### src/rtl/pe_array_ctrl.sv
// Sequencer for one systolic PE row: CLEAR -> K taps -> PIPE_LAT drain -> RESULT, once per pass.
// Optional abort (iAbort/oAborted) is built when PE_CTRL_ABORT_EN is defined.
module pe_array_ctrl #(
  parameter int ARRAY_NUM = 3,
  parameter int PIPE_LAT  = 5,
  parameter int PASS_W    = 16,
  localparam int KW = $clog2(ARRAY_NUM + 1),
  localparam int AW = (ARRAY_NUM > 1) ? $clog2(ARRAY_NUM) : 1
) (
  input  logic                 iClk,
  input  logic                 iRst,
  input  logic                 iStart,
  input  logic [KW-1:0]        iKernel,
  input  logic [PASS_W-1:0]    iPassCnt,
  input  logic [4:0]           iShift,
`ifdef PE_CTRL_ABORT_EN
  input  logic                 iAbort,
  output logic                 oAborted,
`endif
  output logic                 oBusy,
  output logic                 oDone,
  output logic                 oClearAcc,
  output logic [ARRAY_NUM-2:0] oCfsPassDataLeft,
  output logic [4:0]           oCfsOutputLeftShift,
  output logic                 oDataRdEn,
  output logic                 oWeightRdEn,
  output logic [AW-1:0]        oWeightAddr,
  output logic                 oResultValid,
  output logic [PASS_W-1:0]    oPassIdx
);

  localparam int DW = $clog2(PIPE_LAT + 1);

  localparam logic [2:0] ST_IDLE   = 3'd0;
  localparam logic [2:0] ST_CLEAR  = 3'd1;
  localparam logic [2:0] ST_TAP    = 3'd2;
  localparam logic [2:0] ST_DRAIN  = 3'd3;
  localparam logic [2:0] ST_RESULT = 3'd4;
  localparam logic [2:0] ST_DONE   = 3'd5;

  logic [2:0]        state_q, nxt_state;
  logic [AW-1:0]     t_q, nxt_t;
  logic [DW-1:0]     d_q, nxt_d;
  logic [PASS_W-1:0] pass_q, nxt_pass;
  logic [AW-1:0]     k_last_q;
  logic [PASS_W-1:0] pcnt_q;
  logic [KW-1:0]     k_san;
  logic              latch;
  logic              abort_hit;
  logic              nxt_tap;

  // Clamp the requested tap count into 1..ARRAY_NUM before it is latched.
  always_comb begin
    k_san = iKernel;
    if (iKernel == '0)
      k_san = KW'(1);
    else if (iKernel > KW'(ARRAY_NUM))
      k_san = KW'(ARRAY_NUM);
  end

  always_comb begin
    nxt_state = state_q;
    nxt_t     = t_q;
    nxt_d     = d_q;
    nxt_pass  = pass_q;
    latch     = 1'b0;
    abort_hit = 1'b0;
    case (state_q)
      ST_IDLE: if (iStart) begin
        latch     = 1'b1;
        nxt_pass  = '0;
        nxt_state = (iPassCnt == '0) ? ST_DONE : ST_CLEAR;
      end
      ST_CLEAR: begin
        nxt_t     = '0;
        nxt_state = ST_TAP;
      end
      ST_TAP: begin
        if (t_q == k_last_q) begin
          nxt_d     = '0;
          nxt_state = ST_DRAIN;
        end else begin
          nxt_t = t_q + AW'(1);
        end
      end
      ST_DRAIN: begin
        if (d_q == DW'(PIPE_LAT - 1))
          nxt_state = ST_RESULT;
        else
          nxt_d = d_q + DW'(1);
      end
      ST_RESULT: begin
        if (pass_q == pcnt_q - PASS_W'(1)) begin
          nxt_state = ST_DONE;
        end else begin
          nxt_pass  = pass_q + PASS_W'(1);
          nxt_state = ST_CLEAR;
        end
      end
      ST_DONE: nxt_state = ST_IDLE;
      default: nxt_state = ST_IDLE;
    endcase
`ifdef PE_CTRL_ABORT_EN
    abort_hit = iAbort && (state_q != ST_IDLE) && (state_q != ST_DONE);
    if (abort_hit)
      nxt_state = ST_DONE;
`endif
  end

  assign nxt_tap = (nxt_state == ST_TAP);

  // Strobes are decoded from the next state so they line up with the state they describe.
  always_ff @(posedge iClk) begin
    if (iRst) begin
      state_q             <= ST_IDLE;
      t_q                 <= '0;
      d_q                 <= '0;
      pass_q              <= '0;
      k_last_q            <= '0;
      pcnt_q              <= '0;
      oCfsOutputLeftShift <= '0;
      oBusy               <= 1'b0;
      oDone               <= 1'b0;
      oClearAcc           <= 1'b0;
      oCfsPassDataLeft    <= '0;
      oDataRdEn           <= 1'b0;
      oWeightRdEn         <= 1'b0;
      oWeightAddr         <= '0;
      oResultValid        <= 1'b0;
      oPassIdx            <= '0;
`ifdef PE_CTRL_ABORT_EN
      oAborted            <= 1'b0;
`endif
    end else begin
      state_q <= nxt_state;
      t_q     <= nxt_t;
      d_q     <= nxt_d;
      pass_q  <= nxt_pass;
      if (latch) begin
        k_last_q            <= AW'(k_san - KW'(1));
        pcnt_q              <= iPassCnt;
        oCfsOutputLeftShift <= iShift;
      end
      oBusy            <= (nxt_state != ST_IDLE);
      oDone            <= (nxt_state == ST_DONE);
      oClearAcc        <= (nxt_state == ST_CLEAR);
      oDataRdEn        <= nxt_tap && (nxt_t == '0);
      oWeightRdEn      <= nxt_tap;
      oWeightAddr      <= nxt_tap ? nxt_t : '0;
      oCfsPassDataLeft <= (nxt_tap && (nxt_t != '0)) ? {(ARRAY_NUM-1){1'b1}} : '0;
      oResultValid     <= (nxt_state == ST_RESULT);
      oPassIdx         <= nxt_pass;
`ifdef PE_CTRL_ABORT_EN
      oAborted         <= abort_hit;
`endif
    end
  end

endmodule

### config.mk
export PLATFORM = sky130hd
export DESIGN_NAME = pe_array_ctrl
export DESIGN_NICKNAME = d
export VERILOG_FILES = /design/src/rtl/pe_array_ctrl.sv
export SDC_FILE = /design/constraint.sdc
export NUM_CORES = 1
export LEC_CHECK = 0
export ABC_AREA = 1
export CORE_MARGIN = 2
export CORE_UTILIZATION = 52
export DETAILED_ROUTE_END_ITERATION = 16
export PLACE_DENSITY_LB_ADDON = 0.3
export SLEW_MARGIN = 10
export SYNTH_ARGS = -nofsm -noshare
export SYNTH_HDL_FRONTEND = slang
export SYNTH_SLANG_ARGS = --single-unit
### constraint.sdc
create_clock -name iClk -period 2.7 [get_ports iClk]
set_clock_uncertainty 0.1 [all_clocks]
set_input_delay 0.405 -clock iClk [delete_from_list [all_inputs] [get_ports iClk]]
set_output_delay 0.405 -clock iClk [all_outputs]
set_load 0.05 [all_outputs]
==> summary.md <==
| Metric | Value |
|---|---|
| FF+latch area | `~1100 µm²` |
| Critical path fanouts, max | `17` |
| Initial antenna violation count | `0` |
| TritonCTS clock tree | `built` |
| Met2 WL | `3727 µm` |
| Maximum achievable frequency | `between 400 and 500 MHz` |
| Post-layout util | `67.25%` |
| Yosys warns | `0` |
| Top_reg_cell synth | `dfxtp_1` |
| Clock Sinks | `56` |
| Reg-to-reg critical path startpoint | `pcnt_q[0]$_SDFFE_PP0P_` |
| Final setup violation count | `0` |
| Final nets | `about 540` |
| Max Cap Viol | `0` |
| Starting Density | `54.75%` |
| Hold EP | `oCfsOutputLeftShift[4]$_SDFFE_PP0P_` |
| Layout Cells excl Fill | `582` |
| Syn Area/Cell | `around 6.7 µm²` |
| Min-delay src | `oCfsOutputLeftShift[4]$_SDFFE_PP0P_` |
| Number of diodes | `0` |
| Fillers | `490` |
| WL/cell | `about 13 µm` |
| CP max stage delay | `about 320 ps` |
| DR top layer | `met4` |
| Post-CTS Setup Inserts | `0` |
| Number of synthesized flops with an enable pin | `0` |
| Clk slew on worst S/H paths | `110 ps` |
| Area of the multi-input gates | `about 1700 µm²` |
| Outcome | `completed` |
| Max IR drop VDD | `~0.00036 V` |
| Final min period | `between 2000 and 2500 ps` |
| Maximum clock path buffer count | `2` |
| Final RePlAce weighted congestion | `between 0.9 and 1` |
| Cells after Synth | `between 400 and 500` |
| Hold depth | `2` |
| Max-slew violations | `0` |
| Core area | `around 5600 µm²` |
| DR vias | `between 3,000 and 4,000` |
| Critical Path Source Type | `flip-flop` |
| CP dominant cell by count | `nand2_1` |
| Resized Gates After CTS | `0` |
| H-tree depth | `2` |
| Die Y | `a little over 80 µm` |
| Placed Cells | `roughly 570` |
| TritonRoute pass-1 iters | `4` |
| HPWL after DPL | `roughly 5700 µm` |
| Yosys reg bits | `56` |
| Total GRT Usage | `roughly 25%` |
| Mapped cell area | `3070 µm²` |
| CP cell instances | `inv_1 -> ha_1 -> nand2_2 -> nor2_2 -> nand2_1 -> nand3_1 -> nand2_1 -> nor2_1 -> nand2_1 -> nor2_4 -> nand3_4 -> nand2_4 -> nand2_1 -> a21oi_1` |
| DIE AREA | `6535 µm²` |
| Net count after synthesis | `488` |
| Capture point of the worst reg-to-reg path | `pass_q[6]$_SDFFE_PP0P_` |
| Worst hold path class | `reg -> reg` |
| RSZ-0062 raised after global routing | `false` |
| Largest net degree at the start of global routing | `35` |
| Post-CTS Hold Fix Bufs | `0` |
| Area grow syn2layout | `22.82%` |
| Num rows | `27` |
| CTS root buffer | `clkbuf_8` |
| DIE WIDTH | `~81 µm` |
| Setup slack at placement | `a little under 400 ps` |
| DRT iter0 DRCs | `~140` |
| Asr flop ratio synth | `0%` |
| Worst R2R Path Depth | `14` |
| Worst setup EP type | `flip-flop` |
| Met3 WL | `323 µm` |
| Worst-Skew Late Latency | `310 ps` |
| Crit path DAT | `2510 ps` |
| GR Overflow Total | `0` |
| Measured slew at the worst slew-check pin | `about 510 ps` |
| Layout cell share with drive strength beyond 1 | `around 4.5%` |
| Critical path class | `reg -> reg` |
| Number of global-route vias before repair | `around 2,900` |
| Post-route ant nets | `0` |
| Setup TNS | `0 ps` |
| Count of cell types in the netlist | `34` |
| Remaining DRCs | `0` |
| Final hold vios | `0` |
| Avg Vias per Cell | `5.218` |
| Fin worst setup slack | `between 300 and 400 ps` |
| Max_slew headroom | `65.66%` |
| TritonCTS buffer count | `5` |
| Sequential fraction of the synthesis area | `36.51%` |
| Routed length on met1 | `3331 µm` |
| Drt total wl | `roughly 7500 µm` |
| Worst path slowest cell | `dfxtp_1` |
| Hold slack final | `between 300 and 400 ps` |
| Port buffer count | `56` |
| Fin crit share | `approximately 87%` |
| R2r setup slk | `between 300 and 400 ps` |
| PD cells | `between 500 and 600 nW/µm²` |
| I/O pin cnt | `between 50 and 60` |
| Crit path required time | `2850 ps` |
| Leak | `between 1 and 1.5 nW` |
| First-pass GRT wire length | `between 10,000 and 15,000 µm` |
sequential cells by signal, indices dropped and copies added, names as in the netlist:
signal,cells
oWeightRdEn,1
oResultValid,1
oBusy,1
oCfsOutputLeftShift,5
t_q,2
oClearAcc,1
pass_q,16
k_last_q,2
state_q,3
pcnt_q,16
oCfsPassDataLeft,1
oDataRdEn,1
oWeightAddr,2
oDone,1
d_q,3
cell usage in the layout (no fill, tap or decap), types with 4 or more instances in the layout:
cell type        instances
xor2_1                  20
a21oi_1                 45
nor3_1                   6
nor2_1                  65
inv_1                   45
nand2_1                112
nor4_1                   7
xnor2_1                  8
nand3_1                 34
ha_1                     4
a211oi_1                 4
o21ai_0                 10
clkdlybuf4s50_1         56
buf_4                    4
dfxtp_1                 56
clkbuf_8                 5
area by class of cell:
class	instances	area share, %
multi-input cells	340	45.16
flip-flops and latches	56	29.73
repair buffers	60	15.66
inverters	46	4.579
well taps	72	2.389
clock buffers	5	1.825
clock inverters	3	0.6636
worst max path at each step:
stage | slack [ps] | startpoint | depth (start not counted) | endpoint
global placement | 490 | pcnt_q[0]$_SDFFE_PP0P_ | 14 | pass_q[7]$_SDFFE_PP0P_
CTS | 360 | pcnt_q[0]$_SDFFE_PP0P_ | 14 | pass_q[3]$_SDFFE_PP0P_
floorplan | 480 | pass_q[1]$_SDFFE_PP0P_ | 8 | pass_q[10]$_SDFFE_PP0P_
finish | 350 | pcnt_q[0]$_SDFFE_PP0P_ | 14 | pass_q[6]$_SDFFE_PP0P_
global route | 60 | pcnt_q[0]$_SDFFE_PP0P_ | 14 | pass_q[3]$_SDFFE_PP0P_
detailed placement | 400 | pcnt_q[0]$_SDFFE_PP0P_ | 14 | pass_q[3]$_SDFFE_PP0P_
cell families (layout without fill, tap and decap cells):
logic type,count (synthesis),in the layout,share of synthesized area (%)
compound gates,66,66,11.41
xor+xnor,28,28,7.987
fa+ha+maj,4,4,1.630
buf+inv,62,114,8.027
flops,56,56,36.51
simple gates,242,242,34.43
synth_stat cells, types with 2 or more instances:
cell type | number | share of area [%]
a21oi_1 | 45 | 7.3
clkbuf_1 | 12 | 1.5
o21ai_0 | 10 | 1.6
a211oi_1 | 4 | 0.98
xnor2_1 | 8 | 2.3
nor2_1 | 65 | 7.9
nor4_1 | 7 | 1.4
nand2_2 | 2 | 0.41
ha_1 | 4 | 1.6
o21ai_1 | 2 | 0.33
xor2_1 | 20 | 5.7
nand3_1 | 34 | 5.5
nor3_1 | 6 | 0.98
o22ai_1 | 3 | 0.61
nor2_2 | 3 | 0.61
nand3b_1 | 3 | 0.73
nor2_4 | 3 | 1.1
inv_1 | 45 | 5.5
nand2_1 | 112 | 14
dfxtp_1 | 56 | 37
critical path, delay by kind of cell, from the launching register on:
family | cells | cell delay [ps]
and+or+nand+nor | 11 | 1380
DFF | 1 | 320
adders and majority gates | 1 | 250
AOI/OAI and AO/OA | 1 | 130
buffers and inverters | 1 | 110
metrics by stage:
step	cell area [µm²]	total power, mW
global placement	3677	1.610
detailed placement	3677	1.627
global route	3771	2.227
finish	3771	2.094
CTS	3771	2.102
floorplan	3070	1.449
where the power goes:
part           internal [mW]  switching [mW]
registers              0.890          0.0490
clock network          0.191           0.287
logic                  0.241           0.435
total                   1.32           0.771
routing by layer:
metal / up-vias / track usage (%)
li1: 1565 / -
met1: 1393 / 29.95
met2: 66 / 43.14
met3: 13 / 4.556
met4: 0 / 8.644
met5: - / 0
No activity file was read; power rests on OpenSTA's default activity.
